**config.mk**
```make
export PLATFORM = sky130hd
export DESIGN_NAME = uart_tx_arbiter
export DESIGN_NICKNAME = d
export VERILOG_FILES = /design/src/rtl/uart_tx_arbiter.sv
export SDC_FILE = /design/constraint.sdc
export NUM_CORES = 1
export LEC_CHECK = 0
export BUFFER_PORTS_ARGS = -buffer_cell sky130_fd_sc_hd__buf_2
export CAP_MARGIN = 20
export CORE_ASPECT_RATIO = 0.7
export CORE_UTILIZATION = 50
export DETAILED_ROUTE_END_ITERATION = 10
export HOLD_SLACK_MARGIN = 0.15
export MAX_ROUTING_LAYER = met4
export PLACE_DENSITY = 0.74
export SLEW_MARGIN = 20
export SYNTH_ARGS = -nofsm -noshare
export SYNTH_HDL_FRONTEND = slang
export SYNTH_SLANG_ARGS = --single-unit
```
**constraint.sdc**
```tcl
create_clock -name clk -period 2.8 [get_ports clk]
set_clock_uncertainty 0.15 [all_clocks]
set_input_delay 0.56 -clock clk [delete_from_list [all_inputs] [get_ports clk]]
set_output_delay 0.56 -clock clk [all_outputs]
set_load 0.01 [all_outputs]
```
**src/rtl/uart_tx_arbiter.sv**
```systemverilog
// uart_tx_arbiter
//   Round-robin scheduler that shares one UART transmit line among N_REQ
//   byte requesters. It grants one requester at a time, latches that
//   requester's byte, and sends the frame: start bit, BIT_NUM data bits
//   LSB first, then the stop bit. Each bit lasts CLKS_PER_BIT clocks.
//
//   Optional feature: define UART_TX_PARITY_EN to insert an even-parity
//   bit between the last data bit and the stop bit.
//
// Ports
//   clk      in   system clock, rising edge
//   reset    in   asynchronous, active-high reset
//   req      in   [N_REQ]          per-requester transmit request
//   data     in   [N_REQ*BIT_NUM]  packed bytes; requester i at [i*BIT_NUM +: BIT_NUM]
//   grant    out  [N_REQ]          one-hot, 1-cycle pulse when a byte is latched
//   cur_src  out  [log2(N_REQ)]    requester that owns the current or last frame
//   busy     out  high from the grant edge until the stop bit completes
//   tx       out  serial line, idle high
module uart_tx_arbiter #(
    parameter int BIT_NUM      = 8,
    parameter int N_REQ        = 4,
    parameter int CLKS_PER_BIT = 10416
) (
    input  logic                       clk,
    input  logic                       reset,
    input  logic [N_REQ-1:0]           req,
    input  logic [N_REQ*BIT_NUM-1:0]   data,
    output logic [N_REQ-1:0]           grant,
    output logic [$clog2(N_REQ)-1:0]   cur_src,
    output logic                       busy,
    output logic                       tx
);

    localparam int SRC_W = $clog2(N_REQ);
    localparam int CNT_W = $clog2(CLKS_PER_BIT + 1);
    localparam int IDX_W = $clog2(BIT_NUM + 1);

`ifdef UART_TX_PARITY_EN
    typedef enum logic [2:0] {IDLE, START, DATA, PARITY, STOP} state_t;
`else
    typedef enum logic [2:0] {IDLE, START, DATA, STOP} state_t;
`endif

    state_t             state;
    logic [CNT_W-1:0]   baud_cnt;
    logic [IDX_W-1:0]   bit_idx;
    logic [BIT_NUM-1:0] shreg;
    logic [SRC_W-1:0]   last;
    logic [SRC_W-1:0]   sel;
    logic [SRC_W-1:0]   idx;
    logic               any_req;
    logic               bit_done;
`ifdef UART_TX_PARITY_EN
    logic               par_bit;
`endif

    assign bit_done = (baud_cnt == CNT_W'(CLKS_PER_BIT - 1));

    // Round-robin pick: scan last+1, last+2, ... and take the first set req.
    // N_REQ is a power of two, so truncating the index to SRC_W bits gives
    // the wrap-around. The final step (i == N_REQ) revisits 'last' itself.
    always_comb begin
        sel     = '0;
        idx     = '0;
        any_req = 1'b0;
        for (int i = 1; i <= N_REQ; i++) begin
            idx = last + SRC_W'(i);
            if (!any_req && req[idx]) begin
                sel     = idx;
                any_req = 1'b1;
            end
        end
    end

    // Byte datapath. It has no reset because it is only read after a grant
    // has loaded it.
    always_ff @(posedge clk) begin
        if (state == IDLE && any_req) begin
            shreg   <= data[int'(sel)*BIT_NUM +: BIT_NUM];
`ifdef UART_TX_PARITY_EN
            par_bit <= ^data[int'(sel)*BIT_NUM +: BIT_NUM];
`endif
        end else if (state == DATA && bit_done && bit_idx != IDX_W'(BIT_NUM - 1)) begin
            shreg <= shreg >> 1;
        end
    end

    // Frame sequencer with registered outputs.
    always_ff @(posedge clk or posedge reset) begin
        if (reset) begin
            state    <= IDLE;
            baud_cnt <= '0;
            bit_idx  <= '0;
            last     <= SRC_W'(N_REQ - 1);
            grant    <= '0;
            cur_src  <= '0;
            busy     <= 1'b0;
            tx       <= 1'b1;
        end else begin
            grant <= '0;
            if (state != IDLE) begin
                baud_cnt <= bit_done ? '0 : baud_cnt + 1'b1;
            end
            case (state)
                IDLE: begin
                    if (any_req) begin
                        grant    <= N_REQ'(1) << sel;
                        cur_src  <= sel;
                        last     <= sel;
                        tx       <= 1'b0;
                        busy     <= 1'b1;
                        baud_cnt <= '0;
                        state    <= START;
                    end
                end
                START: begin
                    if (bit_done) begin
                        tx      <= shreg[0];
                        bit_idx <= '0;
                        state   <= DATA;
                    end
                end
                DATA: begin
                    if (bit_done) begin
                        if (bit_idx == IDX_W'(BIT_NUM - 1)) begin
`ifdef UART_TX_PARITY_EN
                            tx    <= par_bit;
                            state <= PARITY;
`else
                            tx    <= 1'b1;
                            state <= STOP;
`endif
                        end else begin
                            // shreg shifts on this same edge, so the next
                            // bit to send is the one currently at [1].
                            tx      <= shreg[1];
                            bit_idx <= bit_idx + 1'b1;
                        end
                    end
                end
`ifdef UART_TX_PARITY_EN
                PARITY: begin
                    if (bit_done) begin
                        tx    <= 1'b1;
                        state <= STOP;
                    end
                end
`endif
                STOP: begin
                    if (bit_done) begin
                        busy  <= 1'b0;
                        tx    <= 1'b1;
                        state <= IDLE;
                    end
                end
                default: state <= IDLE;
            endcase
        end
    end

endmodule

```
==> results of run 1 <==
-- area by class of cell --
type                    count  area share
repair buffers             50      0.0975
clock inverters             3     0.00604
clock buffers               5      0.0255
flip-flops and latches     38       0.369
well taps                  55      0.0255
multi-input cells         181       0.468
inverters                   6     0.00836
-- synth_stat cells, types with 3 or more instances --
library cell  count  area, sq um
nor2b_1           3         18.8
nor2_1           21         78.8
o221a_1           6         67.6
nand3_1          24          120
ha_1              7         87.6
dfrtp_1          27          676
dfstp_2           3         78.8
nand2b_1          5         31.3
o21ai_0          12         60.1
nand2_1          23         86.3
inv_1             6         22.5
mux2i_1           4         40.0
a21oi_1           5         25.0
and3_1            4         25.0
clkbuf_1          4         15.0
nor3_1            4         20.0
a311oi_1          3         26.3
edfxtp_1          8          240
a211oi_1          3         22.5
xor2_1            7         61.3
xnor2_1           5         43.8
mux2_1            6         67.6
-- where the power goes --
group / leakage (nW) / switching, mW / internal [mW] / total [mW]
registers: 0.434 / 0 / 0.563 / 0.563
logic: 0.657 / 0.0496 / 0.0408 / 0.0904
clock network: 0.0416 / 0.185 / 0.170 / 0.355
-- per-layer routing --
metal / up-vias / wire, um / global-route usage
met3: 4 / 254 / 0.0533
met2: 61 / 2170 / 0.321
met1: 919 / 2600 / 0.338
met5: - / 0 / -
li1: 952 / - / -
met4: 0 / 27 / 0.0591
-- worst reg2reg max path, stage by stage, from the launching register on --
cell and delay (ns):
dfstp_2 0.62, mux2i_1 0.37, o22ai_4 0.19, nor2_8 0.21, mux2_1 0.34, o221a_1 0.23
-- sequential cells by signal, summed over array words and instances, names as in the netlist --
register  flops
shreg         8
tx            1
cur_src       2
grant         4
state         2
busy          1
baud_cnt     14
bit_idx       4
last          2
-- kinds of logic (layout without fill, tap and decap cells) --
logic type | Yosys count | after routing | synth area share
AOI/OAI and AO/OA | 49 | 49 | 0.165
DFF | 38 | 38 | 0.431
muxes | 11 | 11 | 0.0515
buffers and inverters | 12 | 64 | 0.0233
and+or+nand+nor | 102 | 102 | 0.245
adders and majority gates | 7 | 7 | 0.0380
xor gates and xnor gates | 12 | 12 | 0.0456
-- worst paths after layout --
kind                                 start          to  slack (ns)  cells after the start
worst max-delay path               last[1]    shreg[5]        0.45                      5
worst min-delay path                 reset  bit_idx[1]        0.19                      3
worst max register to register     last[1]    shreg[5]        0.45                      5
worst min register to register  cur_src[1]  cur_src[1]        0.37                      2
max in group asynchronous            reset     last[0]        1.99                      3
min in group clk                cur_src[1]  cur_src[1]        0.37                      2
-- timing repair --
action | 4_1_cts | 5_1_grt
gates resized for setup | 0 | 1
endpoints found under the hold margin | 0 | 0
endpoints found under the setup margin | 0 | 6
==> results.sh, run 1 <==
export IMPL_nNetsFinal=327
export IMPL_vias=1936
export IMPL_slowest_stage="dfstp_2"
export IMPL_final_cell_mix="buf_2 (45), dfrtp_1 (27), nand3_1 (24)"
export IMPL_fp_dieArea_sq_um=4890
export IMPL_grt_overflow_total=0
export IMPL_ir_drop_mv=0.206
export IMPL_critPathBufInv=0
export IMPL_post_cts_setup_buffers=0
export IMPL_ant_nets=0
export IMPL_fin_tns_setup_ns=0
export IMPL_place_area_sq_um=2610
export IMPL_fmax_mhz=425
export IMPL_end_kind="register"
export IMPL_worstMarginPinSlew_ns=0.843
export IMPL_register_area_sq_um=995
export IMPL_synth_edf_count=8
export IMPL_crit_required_ns=2.68
export IMPL_drv_slew=0
export IMPL_power_density_nw_per_um2=374
export IMPL_rsz0062_at_grt="false"
export IMPL_synth_seq_cells=38
export IMPL_start_util=0.527
export IMPL_dr_pass1_iters=4
export IMPL_wl_mm=5.05
export IMPL_grt_pass1_vias=1747
export IMPL_worstHoldPathType="in2async"
export IMPL_status="finished clean"
export IMPL_clk_latency_ns=0.28
export IMPL_ys_seq_area_frac=0.431
export IMPL_p_leak_nw=1.13
export IMPL_final_fill_count=367
export IMPL_clockBufferDepth=2
export IMPL_drive_above_1_share=0.258
export IMPL_drc=0
export IMPL_htree_num_levels=2
export IMPL_place_inst=330
export IMPL_crit_family="multiplexers"
export IMPL_max_slew_margin_rel=0.435
export IMPL_syn_num_nets=276
export IMPL_grt_first_pass_wirelength_mm=8.49
export IMPL_vias_per_cell=5.73
export IMPL_p_total_mw=1.01
export IMPL_layout_min_cycle_time_ns=2.35
export IMPL_place_gp_congestion=0.846
export IMPL_pre_cts_ws_ns=-0.0338
export IMPL_fp_coreArea_sq_um=4380
export IMPL_syn_to_final_growth_pct=16.8
export IMPL_final_area_sq_um=2690
export IMPL_crit_type="reg2reg"
export IMPL_async_flop_share=0.789
export IMPL_ys_dominant_reg_cell="dfrtp_1"
export IMPL_fin_cells=338
export IMPL_cts_root_buf="clkbuf_8"
export IMPL_cap_violations=0
export IMPL_antenna_found_initial=0
export IMPL_synthesis_area_sq_um=2310
export IMPL_setup_slack_ns=0.446
export IMPL_grt_max_degree=31
export IMPL_cts_hold_buf=0
export IMPL_multi_input_area_sq_um=1260
export IMPL_die_w_um=83.2
export IMPL_setup_violations=0
export IMPL_cts_sink_count=38
export IMPL_finalCritPeriodShare=0.841
export IMPL_yosysWarnings=0
export IMPL_worst_path_max_fanout=9
export IMPL_crit_path_cell_trace="mux2i_1 -> o22ai_4 -> nor2_8 -> mux2_1 -> o221a_1"
export IMPL_ioPinCount=46
export IMPL_wl_per_cell_um=15.0
export IMPL_max_stage_delay_ns=0.62
export IMPL_grt_usage=0.230
export IMPL_die_h_um=58.8
export IMPL_numCtsBuffers=5
export IMPL_ys_types=56
export IMPL_avgSynthCellArea_sq_um=9.98
export IMPL_cp_start_kind="register"
export IMPL_worst_hold_slack_ns=0.192
export IMPL_final_common_cell="buf_2"
export IMPL_portBuffers=45
export IMPL_rows=20
export IMPL_synthCells=231
export IMPL_crit_arrival_ns=2.24
export IMPL_hpwl_mm=3.82
export IMPL_path_clk_slew_ns=0.07
export IMPL_n_antenna_cell=0
export IMPL_drt_initial_drc_count=136
export IMPL_final_util=0.615
export IMPL_finalHoldViolCount=0
export IMPL_cts_tree="yes"
Power figures use the tool's default switching activity.
==> run 2, diff against run 1 <==
- ABC_AREA: default -> 1
- PLACE_DENSITY: 0.74 -> 0.76
- clock period: 2.8 -> 1.92 ns (I/O delays scaled with it)
==> results.sh, run 2 <==
export IMPL_synth_top_area_share=0.270
export IMPL_p_total_mw=1.78
export IMPL_vias=2816
export IMPL_ys_seq_area_frac=0.398
export IMPL_setup_violations=43
export IMPL_cts_sink_count=38
export IMPL_power_density_nw_per_um2=466
export IMPL_worstMarginPinSlew_ns=0.394
export IMPL_final_fill_count=288
export IMPL_n_antenna_cell=0
export IMPL_drive_above_1_share=0.444
export IMPL_regMostFlops="baud_cnt"
export IMPL_grt_util_met1=0.370
export IMPL_async_flop_share=0.789
export IMPL_crit_type="reg2reg"
export IMPL_portBuffers=45
export IMPL_yosysWarnings=0
export IMPL_syn_to_final_growth_pct=52.7
export IMPL_p_int_mw=1.35
export IMPL_worst_path_max_fanout=8
export IMPL_end_kind="register"
export IMPL_drc=0
export IMPL_cts_root_buf="clkbuf_8"
export IMPL_drv_slew=0
export IMPL_largest_register_ffs=14
export IMPL_syn_num_nets=392
export IMPL_place_area_sq_um=3040
export IMPL_grt_pass1_vias=2637
export IMPL_finalHoldViolCount=0
export IMPL_grt_usage=0.317
export IMPL_final_common_cell="nand2_1"
export IMPL_htree_num_levels=2
export IMPL_fin_cells=517
export IMPL_fp_dieArea_sq_um=5290
export IMPL_worst_hold_slack_ns=0.320
export IMPL_crit_path_cell_trace="buf_12 -> inv_8 -> nand2_1 -> nand3_2 -> nand2_4 -> nor2_8 -> nand3_4 -> buf_12 -> nand3_4 -> nand2_2 -> nand2_1 -> nand2_1 -> nand2_1 -> nand2_1 -> nand2_1"
export IMPL_sw_frac_of_total=0.242
export IMPL_die_w_um=86.5
export IMPL_avgSynthCellArea_sq_um=7.20
export IMPL_synthesis_area_sq_um=2500
export IMPL_crit_required_ns=1.81
export IMPL_dr_pass1_iters=5
export IMPL_ys_dominant_reg_cell="dfrtp_1"
export IMPL_p_leak_nw=1.92
export IMPL_yosysTopAreaCell="dfrtp_1"
export IMPL_rsz0062_at_grt="true"
export IMPL_yosys_top_cells_count="nand2_1 (135), nand3_1 (32), dfrtp_1 (27)"
export IMPL_clk_latency_ns=0.30
export IMPL_seq_power_share=0.462
export IMPL_grt_overflow_total=0
export IMPL_crit_arrival_ns=2.25
export IMPL_layout_min_cycle_time_ns=2.35
export IMPL_grt_busiest_layer="met2"
export IMPL_path_clk_slew_ns=0.08
export IMPL_setup_slack_ns=-0.432
export IMPL_ys_types=35
export IMPL_wl_per_cell_um=15.8
export IMPL_ioPinCount=46
export IMPL_fmax_mhz=425
export IMPL_antenna_found_initial=0
export IMPL_drt_initial_drc_count=210
export IMPL_die_h_um=61.2
export IMPL_vias_per_cell=5.45
export IMPL_cts_tree="yes"
export IMPL_synth_compound_area_share=0.0591
export IMPL_hpwl_mm=4.24
export IMPL_synthTopCellsByArea="dfrtp_1 (27%), nand2_1 (20%), edfxtp_1 (9.6%), nand3_1 (6.4%), inv_1 (3.9%)"
export IMPL_use_met2=0.519
export IMPL_synth_edf_count=8
export IMPL_max_stage_delay_ns=0.57
export IMPL_max_slew_margin_rel=0.738
export IMPL_violations="setup timing"
export IMPL_ant_nets=0
export IMPL_yosysMostFrequentCell="nand2_1"
export IMPL_slowest_stage="dfstp_2"
export IMPL_finalCritPeriodShare=1.23
export IMPL_worstHoldPathType="reg2reg"
export IMPL_final_area_sq_um=3820
export IMPL_synth_mux_area_frac=0
export IMPL_nNetsFinal=492
export IMPL_wl_mm=8.15
export IMPL_synth_xor_area_frac=0.0245
export IMPL_status="finished with violations"
export IMPL_critPathBufInv=3
export IMPL_place_gp_congestion=0.908
export IMPL_fp_coreArea_sq_um=4780
export IMPL_largestRegisters="baud_cnt: 14 flops, shreg: 8 flops"
export IMPL_start_util=0.523
export IMPL_place_inst=482
export IMPL_final_util=0.798
export IMPL_fin_tns_setup_ns=-10.64
export IMPL_synth_fa_ha_area_frac=0.0350
export IMPL_cpMostUsedCell="nand2_1"
export IMPL_p_sw_mw=0.431
export IMPL_cap_violations=0
export IMPL_final_cell_mix="nand2_1 (102), buf_2 (45), buf_4 (35)"
export IMPL_synth_top_family_by_area="simple AND/OR/NAND/NOR gates"
export IMPL_ir_drop_mv=0.326
export IMPL_yosys_area_share_simple=0.410
export IMPL_multi_input_area_sq_um=1730
export IMPL_rows=21
export IMPL_p_clk_frac=0.402
export IMPL_crit_family="simple AND/OR/NAND/NOR gates"
export IMPL_grt_first_pass_wirelength_mm=12.2
export IMPL_cp_start_kind="register"
export IMPL_register_area_sq_um=995
export IMPL_pre_cts_ws_ns=-0.338
export IMPL_grtUsageMet3=0.0912
export IMPL_p_comb_frac=0.136
export IMPL_synthCells=347
export IMPL_clockBufferDepth=2
export IMPL_synth_seq_cells=38
export IMPL_grt_max_degree=31
export IMPL_numCtsBuffers=5
run 2: cell count changes in the layout (fill, tap and decap cells not counted), sizes merged, moves of 5 or more:
cell | before | now
buf | 50 | 98
inv | 6 | 32
mux2 | 7 | 0
nand2 | 24 | 145
nand2b | 5 | 0
nand3 | 24 | 36
nand4 | 2 | 7
nor3 | 5 | 13
o221a | 6 | 0
run 2: area by class of cell:
type,instances,share of cell area
timing repair inverter,1,0.00295
tap,69,0.0226
clock buffer,7,0.0226
sequential,38,0.261
inverter,31,0.0351
multi-input combinational,271,0.454
clock inverter,1,0.00787
timing repair buffer,99,0.194
run 2: cells by family after synthesis:
| logic type | Yosys count |
|---|---|
| AND/OR/NAND/NOR | 227 |
| buffers and inverters | 41 |
| flip-flops | 38 |
| AO/OA/AOI/OAI | 27 |
| XOR/XNOR | 7 |
| adder cells (fa/ha/maj) | 7 |
run 2: worst paths after layout:
| kind | from | slack, ns | depth (start not counted) | endpoint |
|---|---|---|---|---|
| worst max-delay path | last[0] | -0.43 | 15 | shreg[6] |
| worst min-delay path | tx | 0.32 | 2 | tx |
| worst max register to register | last[0] | -0.43 | 15 | shreg[6] |
| worst min register to register | tx | 0.32 | 2 | tx |
| max in group asynchronous | reset | 0.73 | 4 | tx |
| min in group asynchronous | reset | 0.55 | 4 | grant[0] |
run 2: power by group through the flow:
stage               Combinational (mW)  Clock [mW]  Sequential (mW)
CTS                              0.222       0.716            0.821
global placement                 0.175           0            0.837
detailed placement               0.177           0            0.837
floorplan                        0.112           0            0.837
finish                           0.242       0.715            0.821
global route                     0.265       0.753            0.820
run 2: repair_timing:
action	4_1_cts	5_1_grt
resized for setup	81	32
endpoints found under the hold margin	27	0
setup buffers	13	8
setup endpoints to repair	40	44
gates cloned	5	0
hold buffers	1	0
pin swaps	15	10
run 2: metal layers:
| metal | wire length [um] | part of all wire |
|---|---|---|
| met5 | 0 | 0 |
| met4 | 203 | 0.025 |
| met3 | 753 | 0.092 |
| met2 | 4000 | 0.49 |
| met1 | 3190 | 0.39 |
run 2: tightest hold or removal path, cell delays in order (launching register included):
cell and delay, ns:
dfstp_2 0.37, nand2_1 0.05, nand2_1 0.04
